===== src/rtl/pico_oversample_rx.sv =====
// pico_oversample_rx -- single-clock receiver for a PICO (SPI-like) stream.
// sclk and serial_in are asynchronous; both are synchronised into iclk and
// sclk is oversampled to find rising edges. The first byte of a transaction
// is the target address, each following byte is written to the current
// address, which then auto-increments. The transaction ends when sclk has
// shown no rising edge for IDLE_CYCLES iclk cycles.
//
// Ports
//   iclk               in   sole clock
//   rst                in   synchronous active-high reset
//   sclk               in   async serial clock (sampled as data)
//   serial_in          in   async serial data, LSB first
//   msg_flag           out  transaction active (ADDR or DATA)
//   mux_control_signal out  [7:0] current target address
//   write_data         out  [7:0] last completed data byte
//   write_strobe       out  1-cycle pulse: write_data valid for address
//   sclk_stop          out  1-cycle pulse on idle timeout
//   addr_err           out  sticky out-of-range address flag
//
// Optional build macro PICO_RX_ADDR_GUARD_EN: addresses above ADDR_MAX
// suppress writes, freeze the pointer and set addr_err (cleared by rst or
// the next timeout). Without it addr_err is constant 0 and the pointer wraps.

module pico_oversample_rx #(
    parameter int SYNC_STAGES = 2,
    parameter int IDLE_CYCLES = 64,
    parameter int ADDR_MAX    = 59
) (
    input  logic       iclk,
    input  logic       rst,
    input  logic       sclk,
    input  logic       serial_in,
    output logic       msg_flag,
    output logic [7:0] mux_control_signal,
    output logic [7:0] write_data,
    output logic       write_strobe,
    output logic       sclk_stop,
    output logic       addr_err
);

    localparam logic [1:0] ST_IDLE = 2'd0;
    localparam logic [1:0] ST_ADDR = 2'd1;
    localparam logic [1:0] ST_DATA = 2'd2;

    localparam logic [9:0] IDLE_LAST = 10'(IDLE_CYCLES - 1);

    // Elaboration-time parameter range checks.
    if (SYNC_STAGES < 2 || SYNC_STAGES > 4) begin : g_bad_sync
        $error("SYNC_STAGES out of range 2..4");
    end
    if (IDLE_CYCLES < 4 || IDLE_CYCLES > 1023) begin : g_bad_idle
        $error("IDLE_CYCLES out of range 4..1023");
    end
    if (ADDR_MAX < 0 || ADDR_MAX > 255) begin : g_bad_addr
        $error("ADDR_MAX out of range 0..255");
    end

    // Input synchronisers.
    logic [SYNC_STAGES-1:0] sclk_sync_q, din_sync_q;
    logic                   sclk_prev_q;

    // Edge and its data bit are registered once more so the FSM works from
    // clean flops; this stage is part of the SYNC_STAGES+2 latency.
    logic       edge_q, edge_d;
    logic       bit_q, bit_d;

    logic [1:0] state_q, state_d;
    logic [2:0] bit_cnt_q, bit_cnt_d;
    logic [9:0] idle_cnt_q, idle_cnt_d;
    logic [7:0] shift_q, shift_d;
    logic [7:0] mux_q, mux_d;
    logic [7:0] wdata_q, wdata_d;
    logic       msg_q, msg_d;
    logic       strobe_q, strobe_d;
    logic       stop_q, stop_d;
    logic       timeout;
    logic [7:0] byte_w;

`ifdef PICO_RX_ADDR_GUARD_EN
    localparam logic [8:0] ADDR_LIM = 9'(ADDR_MAX);
    logic       aerr_q, aerr_d;
`endif

    always_comb begin
        edge_d     = sclk_sync_q[SYNC_STAGES-1] & ~sclk_prev_q;
        bit_d      = din_sync_q[SYNC_STAGES-1];

        state_d    = state_q;
        bit_cnt_d  = bit_cnt_q;
        shift_d    = shift_q;
        mux_d      = mux_q;
        wdata_d    = wdata_q;
        msg_d      = msg_q;
        strobe_d   = 1'b0;
        stop_d     = 1'b0;
`ifdef PICO_RX_ADDR_GUARD_EN
        aerr_d     = aerr_q;
`endif

        // LSB first: new bit enters at the top and walks down to bit 0.
        byte_w     = {bit_q, shift_q[7:1]};

        // An edge always wins over a same-cycle timeout.
        timeout    = (state_q != ST_IDLE) && !edge_q && (idle_cnt_q == IDLE_LAST);
        idle_cnt_d = (edge_q || state_q == ST_IDLE) ? 10'd0 : idle_cnt_q + 10'd1;

        // Pointer advances the cycle after a strobe.
        if (strobe_q) begin
`ifdef PICO_RX_ADDR_GUARD_EN
            if ({1'b0, mux_q} + 9'd1 > ADDR_LIM) aerr_d = 1'b1;
            else                                 mux_d  = mux_q + 8'd1;
`else
            mux_d = mux_q + 8'd1;
`endif
        end

        case (state_q)
            ST_IDLE: begin
                if (edge_q) begin
                    shift_d   = {bit_q, 7'd0};
                    bit_cnt_d = 3'd1;
                    state_d   = ST_ADDR;
                    msg_d     = 1'b1;
                end
            end
            ST_ADDR, ST_DATA: begin
                if (timeout) begin
                    state_d   = ST_IDLE;
                    bit_cnt_d = 3'd0;
                    shift_d   = 8'd0;
                    mux_d     = 8'd0;
                    msg_d     = 1'b0;
                    stop_d    = 1'b1;
`ifdef PICO_RX_ADDR_GUARD_EN
                    aerr_d    = 1'b0;
`endif
                end else if (edge_q) begin
                    shift_d   = byte_w;
                    bit_cnt_d = bit_cnt_q + 3'd1;
                    if (bit_cnt_q == 3'd7) begin
                        if (state_q == ST_ADDR) begin
                            state_d = ST_DATA;
`ifdef PICO_RX_ADDR_GUARD_EN
                            if ({1'b0, byte_w} > ADDR_LIM) aerr_d = 1'b1;
                            else                           mux_d  = byte_w;
`else
                            mux_d = byte_w;
`endif
                        end else begin
                            wdata_d = byte_w;
`ifdef PICO_RX_ADDR_GUARD_EN
                            strobe_d = ~aerr_d;
`else
                            strobe_d = 1'b1;
`endif
                        end
                    end
                end
            end
            default: begin
                state_d = ST_IDLE;
                msg_d   = 1'b0;
            end
        endcase
    end

    always_ff @(posedge iclk) begin
        if (rst) begin
            sclk_sync_q <= '0;
            din_sync_q  <= '0;
            sclk_prev_q <= 1'b0;
            edge_q      <= 1'b0;
            bit_q       <= 1'b0;
            state_q     <= ST_IDLE;
            bit_cnt_q   <= 3'd0;
            idle_cnt_q  <= 10'd0;
            shift_q     <= 8'd0;
            mux_q       <= 8'd0;
            wdata_q     <= 8'd0;
            msg_q       <= 1'b0;
            strobe_q    <= 1'b0;
            stop_q      <= 1'b0;
`ifdef PICO_RX_ADDR_GUARD_EN
            aerr_q      <= 1'b0;
`endif
        end else begin
            sclk_sync_q <= {sclk_sync_q[SYNC_STAGES-2:0], sclk};
            din_sync_q  <= {din_sync_q[SYNC_STAGES-2:0], serial_in};
            sclk_prev_q <= sclk_sync_q[SYNC_STAGES-1];
            edge_q      <= edge_d;
            bit_q       <= bit_d;
            state_q     <= state_d;
            bit_cnt_q   <= bit_cnt_d;
            idle_cnt_q  <= idle_cnt_d;
            shift_q     <= shift_d;
            mux_q       <= mux_d;
            wdata_q     <= wdata_d;
            msg_q       <= msg_d;
            strobe_q    <= strobe_d;
            stop_q      <= stop_d;
`ifdef PICO_RX_ADDR_GUARD_EN
            aerr_q      <= aerr_d;
`endif
        end
    end

    assign msg_flag           = msg_q;
    assign mux_control_signal = mux_q;
    assign write_data         = wdata_q;
    assign write_strobe       = strobe_q;
    assign sclk_stop          = stop_q;
`ifdef PICO_RX_ADDR_GUARD_EN
    assign addr_err           = aerr_q;
`else
    assign addr_err           = 1'b0;
`endif

endmodule


===== config.mk =====
export PLATFORM = sky130hd
export DESIGN_NAME = pico_oversample_rx
export DESIGN_NICKNAME = d
export VERILOG_FILES = /design/src/rtl/pico_oversample_rx.sv
export SDC_FILE = /design/constraint.sdc
export NUM_CORES = 1
export LEC_CHECK = 0
export ABC_CLOCK_PERIOD_IN_PS = 4050
export CAP_MARGIN = 20
export CORE_MARGIN = 8
export CORE_UTILIZATION = 63
export DETAILED_ROUTE_END_ITERATION = 8
export DONT_BUFFER_PORTS = 1
export GPL_ROUTABILITY_DRIVEN = 1
export GPL_TIMING_DRIVEN = 0
export PLACE_DENSITY = 0.88
export SLEW_MARGIN = 10
export SYNTH_ARGS = -nofsm -noshare
export SYNTH_HDL_FRONTEND = slang
export SYNTH_SLANG_ARGS = --single-unit

===== constraint.sdc =====
create_clock -name iclk -period 4.05 [get_ports iclk]
set_input_delay 0.6075 -clock iclk [delete_from_list [all_inputs] [get_ports iclk]]
set_output_delay 0.6075 -clock iclk [all_outputs]
set_load 0.02 [all_outputs]

# Word-level counts from Yosys, hierarchy flattened
# Cells that the tools add are included.
# classes
n_reduce_logical	15
addsub	3
n_bitwise	7
eq_ne	9
n_mux	25
# op_table
op	count
$mux W8	9
$pmux W8 S2	1
$add A10 B1 Y10 const B	1
$eq A10 B6 Y1 const B	1
$mux W2	5
$mux W3	3
$ne A3 B3 Y1 const B	3
$add A8 B1 Y8 const B	1
$not A1 Y1	6
$pmux W3 S2	1
$reduce_or A2 Y1	3
$reduce_and A5 Y1	1
$reduce_or A5 Y1	1
$mux W1	4
$ne A2 B2 Y1 const B	2
$pmux W2 S2	1
$reduce_and A4 Y1	1
$reduce_bool A2 Y1	2
$add A3 B1 Y3 const B	1
$eq A3 B3 Y1 const B	1
$reduce_and A3 Y1	1
$eq A2 B1 Y1 const B	1
$eq A2 B2 Y1 const B	1
$logic_and A1 B1 Y1	2
other kinds (6)	6
# word_totals
register_bits	49

# Depth between registers and ports, before layout
# logic_depth
depth_word	7
mapped_depth	8
ltp_nobuf	6

# Least setup slack after synthesis
# Ideal clock, no wire load.
# synth_path
path_type	register to register
start	register state_q[0]
end	register bit_cnt_q[0]
setup_slack_ns	2.291
required_time_ns	3.947
setup_ns	0.103
t_arrival_ns	1.655
stages_incl_launch_ff	8
cell_sequence	dfxtp_1 inv_1 ha_1 nor4_1 and4bb_1 buf_6 o22ai_1 a2111oi_2
# synth_between
elab_chain_cells	5
# synth_lines
element	line	source
start: declaration	67	logic [1:0] state_q, state_d;
start signal: assignment	192	state_q <= state_d;
$reduce_bool A2 Y1	104	timeout = (state_q != ST_IDLE) && !edge_q && (idle_cnt_q == IDLE_LAST);
$logic_and A1 B1 Y1 (2 in a row)	104	
$ne A3 B3 Y1 (no source line) / $mux W3 (equally long branches)	-	
$reduce_and A3 Y1 (no source line) / $pmux W3 S2 (equally long branches)	-	
end signal: assignment	193	bit_cnt_q <= bit_cnt_d;
end: declaration	68	logic [2:0] bit_cnt_q, bit_cnt_d;
# Parallel ways exist; a longest one is shown, timed or not.
# A chain may end at the register's enable or synchronous reset.

# Worst setup path after layout
# layout_path
start	register state_q[1]
end	register shift_q[2]
# layout_between
elab_chain_cells	5
# layout_lines
element	line	source
$reduce_bool A2 Y1	104	
$logic_and A1 B1 Y1 (2 in a row)	104	
$ne A3 B3 Y1 (no source line) / $mux W8 (equally long branches)	-	
$reduce_and A3 Y1 (no source line) / $pmux W8 S2 (equally long branches)	-	
end signal: assignment	195	shift_q <= shift_d;
end: declaration	70	logic [7:0] shift_q, shift_d;
# Parallel ways exist; a longest one is shown, timed or not.

==> out/qor.txt <==
Status: finished, final reports clean
Core Region: 0.00300 mm^2
I/O Buffers: 0
Worst Tran Pin Value: 0.933 ns
Area Overhead vs Synth: 5.28%
Main area contributors after synthesis: dfxtp_1, a22o_1, nand2_1
Post-DP Area: 0.00198 mm^2
Initial DRC count: 94
Pwr dens: 356 mW/mm^2
Cts hold-fix bufs: 0
Final Max Slew Viols: 0
VDD IR max: 0.343 mV
Top cell type's share of synthesized area: 49.5%
Clock share of power: 31.1%
Vias: 1480
Syn_area_per_cell: 9.53 um^2
Layout cells sized above 1: 8.49%
Total negative setup slack: 0 ns
Mapped Area: 0.00194 mm^2
Worst endpoint required time: 4.35 ns
RePlAce Congestion: 0.879
Tmin final: 2.18 ns
Clock Tree Root: clkbuf_4
Clock slew at reported path FFs: 0.12 ns
Residual DRC: 0
Vias in the first global route: 1480
P_int: 0.567 mW
Distinct cells, synth: 38
Cells after Synth: 204
Post-synthesis sequential area ratio: 49.5%
Critical Path Sink Type: flip-flop
Max Cap Viol: 0
Post-Syn Nets: 215
Synth warn: 0
Switching part of the total power: 22.2%
Post-detail-place hpwl: 2940 um
Final worst-path cycle share: 53.7%
Leading area contributor after synthesis: dfxtp_1
Congestion Overflow GR: 0
Switching power: 0.162 mW
Post-CTS Setup Bufs: 0
CTS tree: built
ANT nets after route: 0
Clk buf depth: 2
Global Route Usage Sum: 16.7%
Die height: 71.5 um
Wirelength per Cell: 16.1 um
Max Fclk: 459 MHz
Die Area: 0.00512 mm^2
Drt first pass iters: 4
Worst Path Max Fanout: 10
CTS sink count: 48
I/O pin count: 24
Leak: 0.748 nW
Hold Vio Cnt, Final: 0
Skew final: 0.00787 ns
Num rows: 20
Post-CTS Resized: 0
Nets@finish: 222
Cts bufs inserted: 5
Starting Density: 64.7%
Hold slack: 0.374 ns
RSZ-0062 raised after global routing: false
Class of the worst hold path: in2reg
Initial antenna violation count: 0
N_diodes: 0
Die W: 71.5 um
Final WL: 3940 um
Arrival time of the worst setup path: 2.48 ns
Count of final setup violators: 0
H-tree depth: 2
Max transition margin: 37.7%
Crit path launch type: flip-flop
Global-route wire length before repair: 6880 um
Critical path class: reg2reg
#FFs+latches synth: 48
Clock Latency Late Sink: 0.36 ns
Sequential power share: 65.7%
Gate power share: 3.2%
DR vias/cell: 6.04
Largest net degree at the start of global routing: 15
Fin area: 0.00205 mm^2
Design Power: 0.729 mW
-- per-stage QoR --
stage	utilization (%)	setup slack (ns)	cells
2_1_floorplan	-	2.29	204
3_3_place_gp	66.1	2.14	237
3_5_place_dp	66.1	1.94	237
4_1_cts	68.1	1.88	245
5_1_grt	68.1	1.71	245
6_report	68.1	1.87	245
-- path summary, 6_finish.rpt --
path	startpoint	end	slack (ns)	cells past startpoint
max reg2reg	state_q[1]	shift_q[2]	1.87	6
min reg2reg	sclk_prev_q	edge_q	0.40	1
min	sclk	sclk_sync_q[0]	0.37	1
max	state_q[1]	shift_q[2]	1.87	6
-- power groups by stage --
stage,Clock [mW],Combinational (mW),Sequential [mW]
4_1_cts,0.229,0.0237,0.479
2_1_floorplan,0,0.0188,0.489
6_report,0.226,0.0236,0.479
5_1_grt,0.244,0.0263,0.480
3_5_place_dp,0,0.0233,0.489
3_3_place_gp,0,0.0220,0.489
-- metal layers --
layer	routed length, um	up-vias	track usage [%]
met5	0	-	0
met3	334	11	6.00
met4	117	0	8.84
li1	-	724	-
met1	1570	694	18.1
met2	1920	51	27.8
-- layout make-up --
type | instances | area (um^2)
Clock buffer | 6 | 51.3
Fill cell | 238 | 957
Sequential cell | 48 | 961
Clock inverter | 2 | 10.0
Tap cell | 33 | 41.3
Multi-Input combinational cell | 142 | 916
Inverter | 5 | 18.8
Buffer | 9 | 47.5
-- cells in the final DEF (no fill, tap or decap), types with 2 or more instances in the layout --
cell type | Yosys | routed
nand2_1 | 26 | 26
xor2_1 | 4 | 4
xnor2_1 | 9 | 9
or3_1 | 4 | 4
clkinv_2 | 0 | 2
clkbuf_1 | 5 | 5
nor4_1 | 3 | 3
buf_2 | 2 | 2
inv_1 | 5 | 5
o21ai_0 | 3 | 3
a21oi_1 | 13 | 13
ha_1 | 7 | 7
nor3b_1 | 2 | 2
nor2b_1 | 8 | 8
and3_1 | 3 | 3
nor3_1 | 3 | 3
a22o_1 | 15 | 15
clkbuf_4 | 0 | 5
nor2_1 | 18 | 18
nand3_1 | 4 | 4
nand4_1 | 4 | 4
dfxtp_1 | 48 | 48
-- flip-flops by register name, indices dropped and copies added (netlist names) --
register,count
sclk_prev_q,1
din_sync_q,2
state_q,2
msg_flag,1
mux_control_signal,8
idle_cnt_q,10
shift_q,7
write_data,8
sclk_sync_q,2
bit_cnt_q,3
write_strobe,1
edge_q,1
sclk_stop,1
bit_q,1
-- worst max-delay path, cell delays in order, from the launching register on --
cell     delay, ns
dfxtp_1       0.41
inv_1         0.09
ha_1          0.28
buf_2         0.20
inv_1         0.11
nor3b_1       0.76
a22o_1        0.28
-- kinds of logic (layout without fill, tap and decap cells) --
kind of cell	Yosys count	after routing	synth area share [%]
other	1	1	0.193
and+or+nand+nor	82	82	21.1
buffers and inverters	14	22	3.41
DFF	48	48	49.5
xor gates and xnor gates	13	13	5.86
AOI/OAI and AO/OA	38	38	14.9
adders and majority gates	7	7	4.51
muxes	1	1	0.579
-- cell usage after synthesis --
cell type / count
o31ai_4: 1
and2_1: 1
a2111oi_2: 1
dfxtp_1: 48
or3b_1: 1
nand2b_1: 1
o22ai_1: 1
or2_2: 1
a21oi_1: 13
and4bb_1: 1
mux2_2: 1
xnor2_1: 9
buf_4: 1
clkbuf_1: 5
o31ai_1: 1
nand2_1: 26
inv_1: 5
a22o_1: 15
nor2_1: 18
or3_1: 4
nor3b_1: 2
nand3_1: 4
o21ai_0: 3
conb_1: 1
buf_2: 2
nor2b_1: 8
nand3_2: 1
o41ai_1: 1
ha_1: 7
nor4_1: 3
a21oi_2: 1
or4_1: 1
nand4_1: 4
nor3_1: 3
a2111oi_1: 1
and3_1: 3
buf_6: 1
xor2_1: 4
No activity file was read; power rests on OpenSTA's default activity.
